`src/rtl/dbi_pkg.sv`:
```
// Shared constants and types for the DBI-AC byte-lane encoder.
// Lane geometry, the majority threshold and the POD idle bus levels.
package dbi_pkg;

    localparam int DQ_W       = 8;
    localparam int LINES      = 9;
    localparam int MAJ_THRESH = 5;
    localparam int CNT_W_DEF  = 16;

    localparam logic [DQ_W-1:0] IDLE_DQ_DEF  = 8'hFF;
    localparam logic            IDLE_DBI_DEF = 1'b1;

    // One beat as seen on the wires: data lines plus the DBI line.
    typedef struct packed {
        logic [DQ_W-1:0] dq;
        logic            dbi;
    } beat_t;

endpackage

```
`src/rtl/dbi_ac_encoder_if.sv`:
```
// Byte-lane stream between the write-data FIFO side and the lane serializer.
// The master drives raw bytes in and consumes encoded beats; the encoder is the slave.
interface dbi_ac_encoder_if;
    import dbi_pkg::*;

    logic            in_valid;
    logic            in_ready;
    logic [DQ_W-1:0] in_data;
    logic            in_last;

    logic            out_valid;
    logic            out_ready;
    logic [DQ_W-1:0] out_dq;
    logic            out_dbi;
    logic            out_last;

    modport master (
        output in_valid, in_data, in_last, out_ready,
        input  in_ready, out_valid, out_dq, out_dbi, out_last
    );

    modport slave (
        input  in_valid, in_data, in_last, out_ready,
        output in_ready, out_valid, out_dq, out_dbi, out_last
    );

endinterface

```
`src/rtl/dbi_maj9.sv`:
```
// Combinational 9-input majority: asserts when MAJ_THRESH or more lines are set.
module dbi_maj9
    import dbi_pkg::*;
(
    input  logic [LINES-1:0] t,
    output logic             maj
);

    logic [3:0] cnt;

    always_comb begin
        cnt = 4'd0;
        for (int i = 0; i < LINES; i++) begin
            cnt = cnt + {3'd0, t[i]};
        end
        maj = (cnt >= 4'(MAJ_THRESH));
    end

endmodule

```
`src/rtl/dbi_ac_encoder.sv`:
```
// DBI-AC encoder: inverts a byte when 5+ of the 9 lines would toggle against the
// last driven bus state, then registers the encoded beat toward the PHY.
module dbi_ac_encoder
    import dbi_pkg::*;
#(
    parameter logic [DQ_W-1:0] IDLE_DQ  = IDLE_DQ_DEF,
    parameter logic            IDLE_DBI = IDLE_DBI_DEF,
    parameter int              CNT_W    = CNT_W_DEF
) (
    input  logic              clk,
    input  logic              rst,
    input  logic              dbi_en,
    input  logic              stat_clr,
    dbi_ac_encoder_if.slave   bus,
    output logic [CNT_W-1:0]  stat_words,
    output logic [CNT_W-1:0]  stat_inv
);

    localparam logic [CNT_W-1:0] CNT_ONE = {{(CNT_W-1){1'b0}}, 1'b1};
    localparam beat_t            IDLE_BEAT = '{dq: IDLE_DQ, dbi: IDLE_DBI};

    logic             out_valid_q, out_valid_d;
    beat_t            out_beat_q,  out_beat_d;
    logic             out_last_q,  out_last_d;
    beat_t            hist_q,      hist_d;
    logic [CNT_W-1:0] stat_words_q, stat_words_d;
    logic [CNT_W-1:0] stat_inv_q,   stat_inv_d;

    logic             in_ready;
    logic             accept;
    logic [LINES-1:0] toggles;
    logic             maj;
    logic             inv;
    beat_t            enc;

    // t[8] is the DBI toggle that would occur if the byte went out non-inverted.
    assign toggles = {hist_q.dbi, bus.in_data ^ hist_q.dq};

    dbi_maj9 u_maj9 (
        .t   (toggles),
        .maj (maj)
    );

    always_comb begin
        in_ready = !out_valid_q || bus.out_ready;
        accept   = bus.in_valid && in_ready;
        inv      = dbi_en && maj;
        enc.dq   = inv ? ~bus.in_data : bus.in_data;
        enc.dbi  = inv;
    end

    always_comb begin
        out_valid_d  = out_valid_q;
        out_beat_d   = out_beat_q;
        out_last_d   = out_last_q;
        hist_d       = hist_q;
        stat_words_d = stat_words_q;
        stat_inv_d   = stat_inv_q;

        if (accept) begin
            out_valid_d = 1'b1;
            out_beat_d  = enc;
            out_last_d  = bus.in_last;
            // The bus parks at idle between bursts, so the next burst starts from there.
            hist_d      = bus.in_last ? IDLE_BEAT : enc;
            if (stat_words_q != '1) begin
                stat_words_d = stat_words_q + CNT_ONE;
            end
            if (inv && (stat_inv_q != '1)) begin
                stat_inv_d = stat_inv_q + CNT_ONE;
            end
        end else if (bus.out_ready) begin
            out_valid_d = 1'b0;
        end

        if (stat_clr) begin
            stat_words_d = '0;
            stat_inv_d   = '0;
        end
    end

    always_ff @(posedge clk or posedge rst) begin
        if (rst) begin
            out_valid_q  <= 1'b0;
            out_beat_q   <= IDLE_BEAT;
            out_last_q   <= 1'b0;
            hist_q       <= IDLE_BEAT;
            stat_words_q <= '0;
            stat_inv_q   <= '0;
        end else begin
            out_valid_q  <= out_valid_d;
            out_beat_q   <= out_beat_d;
            out_last_q   <= out_last_d;
            hist_q       <= hist_d;
            stat_words_q <= stat_words_d;
            stat_inv_q   <= stat_inv_d;
        end
    end

    assign bus.in_ready  = in_ready;
    assign bus.out_valid = out_valid_q;
    assign bus.out_dq    = out_beat_q.dq;
    assign bus.out_dbi   = out_beat_q.dbi;
    assign bus.out_last  = out_last_q;
    assign stat_words    = stat_words_q;
    assign stat_inv      = stat_inv_q;

endmodule

```
`src/flat_wrapper.sv`:
```
// flat-port wrapper written by rule: the top's interface ports become plain ports
module dbi_ac_encoder_flat import dbi_pkg::*;
#(
    parameter logic [DQ_W-1:0] IDLE_DQ  = IDLE_DQ_DEF,
    parameter logic            IDLE_DBI = IDLE_DBI_DEF,
    parameter int              CNT_W    = CNT_W_DEF
)
  (clk, rst, dbi_en, stat_clr, stat_words, stat_inv, bus_in_valid, bus_in_data, bus_in_last, bus_out_ready, bus_in_ready, bus_out_valid, bus_out_dq, bus_out_dbi, bus_out_last);
  dbi_ac_encoder_if bus_i ();
  input  logic clk;
  input  logic rst;
  input  logic dbi_en;
  input  logic stat_clr;
  output logic [CNT_W-1:0] stat_words;
  output logic [CNT_W-1:0] stat_inv;
  input wire logic [$bits(bus_i.in_valid)-1:0] bus_in_valid;
  input wire logic [$bits(bus_i.in_data)-1:0] bus_in_data;
  input wire logic [$bits(bus_i.in_last)-1:0] bus_in_last;
  input wire logic [$bits(bus_i.out_ready)-1:0] bus_out_ready;
  output wire logic [$bits(bus_i.in_ready)-1:0] bus_in_ready;
  output wire logic [$bits(bus_i.out_valid)-1:0] bus_out_valid;
  output wire logic [$bits(bus_i.out_dq)-1:0] bus_out_dq;
  output wire logic [$bits(bus_i.out_dbi)-1:0] bus_out_dbi;
  output wire logic [$bits(bus_i.out_last)-1:0] bus_out_last;
  assign bus_i.in_valid = bus_in_valid;
  assign bus_i.in_data = bus_in_data;
  assign bus_i.in_last = bus_in_last;
  assign bus_i.out_ready = bus_out_ready;
  assign bus_in_ready = bus_i.in_ready;
  assign bus_out_valid = bus_i.out_valid;
  assign bus_out_dq = bus_i.out_dq;
  assign bus_out_dbi = bus_i.out_dbi;
  assign bus_out_last = bus_i.out_last;
  dbi_ac_encoder #(.IDLE_DQ(IDLE_DQ), .IDLE_DBI(IDLE_DBI), .CNT_W(CNT_W)) u_core (.clk(clk), .rst(rst), .dbi_en(dbi_en), .stat_clr(stat_clr), .bus(bus_i), .stat_words(stat_words), .stat_inv(stat_inv));
endmodule
```
`config.mk`:
```
export PLATFORM = sky130hd
export DESIGN_NAME = dbi_ac_encoder_flat
export DESIGN_NICKNAME = d
export VERILOG_FILES = /design/src/rtl/dbi_pkg.sv /design/src/rtl/dbi_ac_encoder_if.sv /design/src/rtl/dbi_maj9.sv /design/src/rtl/dbi_ac_encoder.sv /design/src/flat_wrapper.sv
export SDC_FILE = /design/constraint.sdc
export NUM_CORES = 1
export LEC_CHECK = 0
export ABC_AREA = 1
export CAP_MARGIN = 20
export CORE_ASPECT_RATIO = 1.5
export CORE_MARGIN = 3
export CORE_UTILIZATION = 55
export CTS_CLUSTER_DIAMETER = 60
export DETAILED_ROUTE_END_ITERATION = 8
export GPL_TIMING_DRIVEN = 0
export PLACE_DENSITY = 0.89
export SYNTH_ARGS = -nofsm -noshare
export SYNTH_HDL_FRONTEND = slang
export SYNTH_SLANG_ARGS = --single-unit
```
`constraint.sdc`:
```
create_clock -name clk -period 8.65 [get_ports clk]
set_clock_uncertainty 0.1 [all_clocks]
set_input_delay 1.73 -clock clk [delete_from_list [all_inputs] [get_ports clk]]
set_output_delay 1.73 -clock clk [all_outputs]
set_load 0.05 [all_outputs]
```
==> qor.yml, run 1 <==
layout_min_cycle_time_ps: 5909
worst_slew_pin_slew_ps: 513.5
path_clk_slew_ps: 90
synth_area_per_cell_um2: 7.710
min_path_type: "reg2reg"
power_leakage_uw: 0.001985
dp_hpwl_mm: 6.349
cts.path.max_buffers: 2
crit_chain: "clkdlybuf4s50_1 -> xor2_1 -> fa_1 -> inv_1 -> fa_1 -> fa_1 -> inv_1 -> fa_1 -> inv_1 -> fa_1 -> nand2_1 -> nand3_2 -> a21boi_4 -> nand3_4 -> buf_8 -> nand3_1 -> nand2_1"
crit_path_frequent_cell: "fa_1"
synth-seq-cells: 52
critPathRequiredTime_ps: 8750
hold_viol: 0
overflow: 0
numCtsBuffers: 5
crit_type: "in2reg"
final_cell_mix: "nand2_1 (145), nand3_1 (58), clkdlybuf4s50_1 (58), inv_1 (51)"
drt-total-wl_mm: 8.435
synth_cell_type_count: 35
synth.top_cell.area_share_pct: 24.80
nFillCells: 489
final_antenna_net_count: 0
crit_arrival_ps: 6010
cts-root-buf: "clkbuf_8"
wl_per_cell_um: 14.44
slowest_stage: "fa_1"
core_um2: 5913
outcome: "complete, no violations"
seq_area_frac_synth_pct: 38.58
peakVddDrop_v: 0.0001962
tns_ps: 0
synth_area_um2: 3431
end_kind: "flip-flop"
path_max_fanout: 10
numPlacedInstances: 576
layout-drive-gt1-share_pct: 15.43
remaining_drc_errors: 0
cts_hold_buf: 0
num_vias: 3184
drt_iter0_markers: 158
drv_cap: 0
gp_congestion: 0.8909
start_kind: "input port"
antenna_cells: 0
grt_antenna_before_repair: 0
first_pass_iters: 4
areaGrowthSynthToFinish_pct: 22.83
nNetsFinal: 535
placed_area_um2: 4121
setup_viol: 0
critPathMaxStageDelay_ps: 540
fmax_mhz: 169.2
grt_max_degree: 39
htreeDepth: 2
postCtsSetupRepairBufs: 0
fin_cells: 584
final_cell_area_um2: 4214
fin_util_pct: 71.27
die_w_um: 70.49
rows: 34
finalCritPeriodShare_pct: 68.31
pin_count: 59
ys_top_cells_by_area: "dfrtp_1 (25%), nand2_1 (16%), dfstp_2 (14%), nand3_1 (8.5%), inv_1 (5.7%)"
initial_core_util_pct: 58.02
grt_pass1_wl_mm: 14.32
via_per_inst: 5.452
syn-num-nets: 469
clock_sinks: 52
syn_inst: 445
relSlewSlack_pct: 65.66
mostFrequentLayoutCell: "nand2_1"
ys_warn_count: 0
ctsResizeCount: 0
cts_tree: "built"
synth_area_leader_cell: "dfrtp_1"
rsz0062_at_grt: "no"
fin_hold_ws_ps: 373.3
dieArea_um2: 7241
clock_latency_ps: 300
grtUsageTotal_pct: 24.52
power_density_nw_per_um2: 319.6
io_buffers: 58
finalMaxSlewViolations: 0
grt_pass1_vias: 3204
die-height_um: 102.7
[worst paths after layout]
kind | from | to | slack (ps) | cells past startpoint
min in group asynchronous | rst | u_core.stat_inv[13]$_DFFE_PP0P_ | 1610 | 2
hold / removal | u_core.bus.out_dbi$_DFFE_PP1P_ | u_core.bus.out_dbi$_DFFE_PP1P_ | 370 | 2
setup reg to reg | u_core.hist_q[1]$_DFFE_PP1P_ | u_core.stat_inv[2]$_DFFE_PP0P_ | 4180 | 16
max in group asynchronous | rst | u_core.bus.out_dq[5]$_DFFE_PP1P_ | 6260 | 3
hold reg to reg | u_core.bus.out_dbi$_DFFE_PP1P_ | u_core.bus.out_dbi$_DFFE_PP1P_ | 370 | 2
setup / recovery | bus_in_data[0] | u_core.stat_inv[2]$_DFFE_PP0P_ | 2740 | 17
[routing by layer]
metal,vias up,share of wire (%),global-route usage (%)
met3,21,5.5,3.512
met2,114,53,45.60
met1,1497,39,28.39
met5,-,0,0
li1,1552,-,-
met4,0,2.1,9.292
[worst max-delay path, delay by kind of cell]
kind / cells / cell delay (ps)
compound gates: 1 / 320
buf+inv: 5 / 830
xor+xnor: 1 / 200
simple gates: 5 / 500
fa+ha+maj: 5 / 2420
[metrics by stage]
step,total power (uW),setup slack (ps)
5_1_grt,1474,2470
3_5_place_dp,1207,2401
3_3_place_gp,1157,2467
6_report,1347,2741
4_1_cts,1357,2716
2_1_floorplan,1000,3198
[cells by family (layout without fill, tap and decap cells)]
family / count (synthesis) / after routing / synth area share [%]
simple gates: 283 / 283 / 39.42
buf+inv: 66 / 133 / 8.680
flops: 52 / 52 / 38.58
xor+xnor: 18 / 18 / 4.595
compound gates: 17 / 17 / 4.340
fa+ha+maj: 9 / 9 / 4.377
[final cells by class]
type,count,area (um2),share of cell area (%)
multi-input cells,327,1809,42.93
plain buffers,11,90.09,2.138
inverters,55,207.7,4.929
repair buffers,59,600.6,14.25
clock buffers,6,82.58,1.960
clock inverters,2,10.01,0.2375
flip-flops and latches,52,1324,31.41
well taps,72,90.09,2.138
[report_power, final]
group          internal (uW)  leakage [uW]  switching, uW
logic                    296       0.00128            558
clock network           64.1     0.0000510           79.4
registers                320      0.000658           28.6
[flip-flops by register name, summed over array words and instances, names as in the netlist]
signal / cells
u_core.bus.out_last: 1
u_core.bus.out_valid: 1
u_core.bus.out_dbi: 1
u_core.stat_inv: 16
u_core.stat_words: 16
u_core.bus.out_dq: 8
u_core.hist_q: 9
[cell usage after synthesis]
cell type and n:
a21boi_4 1, a21oi_4 1, and2_1 1, buf_2 3, buf_4 1, buf_6 2, buf_8 2, clkbuf_1 2
clkbuf_4 1, clkinv_1 1, clkinv_2 1, dfrtp_1 34, dfstp_2 18, fa_1 5, ha_1 4, inv_1 52
inv_2 1, nand2_1 145, nand2_2 2, nand3_1 58, nand3_2 17, nand3_4 1, nand4_1 11, nand4_2 1
nor2_1 34, nor2_2 2, nor2_4 5, nor3_1 3, o211ai_1 1, o21ai_0 3, o21ai_2 7, o21bai_1 4
or2_2 3, xnor2_1 4, xor2_1 14
No activity file was read; power rests on OpenSTA's default activity.
==> inputs of run 2 (changes only) <==
- CORE_UTILIZATION: 55 -> 54
- PLACE_DENSITY: 0.89 -> 0.88
- clock period: 8.65 -> 6.1 ns (I/O delays scaled with it)
==> qor.yml, run 2 (synthesis results as in run 1) <==
outcome: "complete, no violations"
final_antenna_net_count: 0
min-delay-start: "u_core.bus.out_dq[4]$_DFFE_PP1P_"
crit_arrival_ps: 5560
core_um2: 5998
placed_area_um2: 4121
layout_min_cycle_time_ps: 5460
min_delay_path_depth: 2
areaGrowthSynthToFinish_pct: 24.00
nFillCells: 484
cts_hold_buf: 0
met3_usage_pct: 3.295
num_vias: 3165
htreeDepth: 2
dp_hpwl_mm: 6.167
dp_slack_ps: 341.8
drv_cap: 0
path_max_fanout: 10
setup_slack_ps: 640.4
final_cell_mix: "nand2_1 (145), nand3_1 (58), clkdlybuf4s50_1 (58), inv_1 (51)"
crit_type: "in2reg"
nNetsFinal: 535
cts-root-buf: "clkbuf_8"
rsz0062_at_grt: "no"
drt-total-wl_mm: 8.241
gp_congestion: 0.9096
die_w_um: 71.08
overflow: 0
rows: 34
grt_use_met2_pct: 42.63
final_cell_area_um2: 4254
layout-drive-gt1-share_pct: 15.43
fmax_mhz: 183.2
postCtsSetupRepairBufs: 0
grt_antenna_before_repair: 0
reg2reg_depth: 16
gr-usage-met1_pct: 29.34
hold_viol: 0
peakVddDrop_v: 0.0003449
setup_viol: 0
holdPathEnd: "u_core.bus.out_dq[4]$_DFFE_PP1P_"
grtUsageTotal_pct: 23.96
end_kind: "flip-flop"
min_path_type: "reg2reg"
r2r_start: "u_core.hist_q[2]$_DFFE_PP1P_"
cts.path.max_buffers: 2
die-height_um: 103.6
worstReg2RegEnd: "u_core.stat_inv[2]$_DFFE_PP0P_"
reg2reg_slack_ps: 1550
first_pass_iters: 4
grt_pass1_wl_mm: 14.73
numCtsBuffers: 5
relSlewSlack_pct: 66.01
multi_input_area_um2: 1809
worst_slew_pin_slew_ps: 508.3
grt_pass1_vias: 3286
mostFrequentLayoutCell: "nand2_1"
numPlacedInstances: 576
start_kind: "input port"
path_clk_slew_ps: 100
wl_per_cell_um: 14.11
regArea_um2: 1324
tns_ps: 0
critPathRequiredTime_ps: 6200
power_leakage_uw: 0.002001
initial_core_util_pct: 57.20
busiest_layer: "met2"
finalMaxSlewViolations: 0
remaining_drc_errors: 0
finalCritPeriodShare_pct: 89.50
via_per_inst: 5.420
dieArea_um2: 7365
antenna_cells: 0
io_buffers: 58
cts_tree: "built"
drt_iter0_markers: 189
power_density_nw_per_um2: 469.7
ctsResizeCount: 0
clock_sinks: 52
pin_count: 59
clock_latency_ps: 310
grt_max_degree: 41
fin_cells: 584
==> run 2: changes by cell type in the layout (fill, tap and decap cells not counted) <==
cell / delta
inv_6: +1
clkinv_2: -2
clkbuf_8: -1
clkbuf_16: +1
bufinv_16: +1
==> run 2: worst max path at each step <==
stage / start / cells past startpoint / slack (ps) / to
3_5_place_dp: bus_in_data[0] / 17 / 340 / u_core.stat_inv[2]$_DFFE_PP0P_
5_1_grt: bus_in_data[0] / 17 / 470 / u_core.stat_inv[2]$_DFFE_PP0P_
2_1_floorplan: bus_in_data[0] / 16 / 1160 / u_core.stat_inv[3]$_DFFE_PP0P_
6_report: bus_in_data[0] / 17 / 640 / u_core.stat_inv[2]$_DFFE_PP0P_
3_3_place_gp: bus_in_data[0] / 17 / 430 / u_core.stat_inv[6]$_DFFE_PP0P_
4_1_cts: bus_in_data[0] / 17 / 660 / u_core.stat_inv[2]$_DFFE_PP0P_
==> run 2: through the flow <==
step | total power, uW | util (%) | hold WS, ps
finish | 1998 | 70.92 | 372.6
global placement | 1642 | 68.38 | 355.2
detailed placement | 1722 | 68.71 | 359.0
CTS | 2007 | 70.92 | 376.0
floorplan | 1418 | - | 382.4
global route | 2174 | 70.92 | 397.0
==> run 2: report_power, final <==
group | leakage (uW) | internal [uW] | switching, uW
Combinational | 0.00128 | 426 | 808
Sequential | 0.000658 | 454 | 40.0
Clock | 0.0000669 | 149 | 122
==> run 2: routing by layer <==
metal	wire, um	up-vias
met3	288	15
li1	-	1547
met2	4449	76
met1	3368	1527
met4	135	0
met5	0	-
==> run 2: critical path, stage by stage <==
cell and delay (ps):
clkdlybuf4s50_1 470, xor2_1 210, fa_1 540, inv_1 60, fa_1 480, fa_1 550
inv_1 50, fa_1 450, inv_1 80, fa_1 410, nand2_1 100, nand3_2 90
a21boi_4 330, nand3_4 180, buf_8 180, nand3_1 60, nand2_1 60
==> run 2: layout make-up <==
cell class / count / share of cell area [%]
timing repair buffer: 59 / 14.12
sequential: 52 / 31.12
multi-input combinational: 327 / 42.53
inverter: 55 / 4.882
tap: 72 / 2.118
clock buffer: 6 / 2.206
buffer: 11 / 2.118
clock inverter: 2 / 0.9118
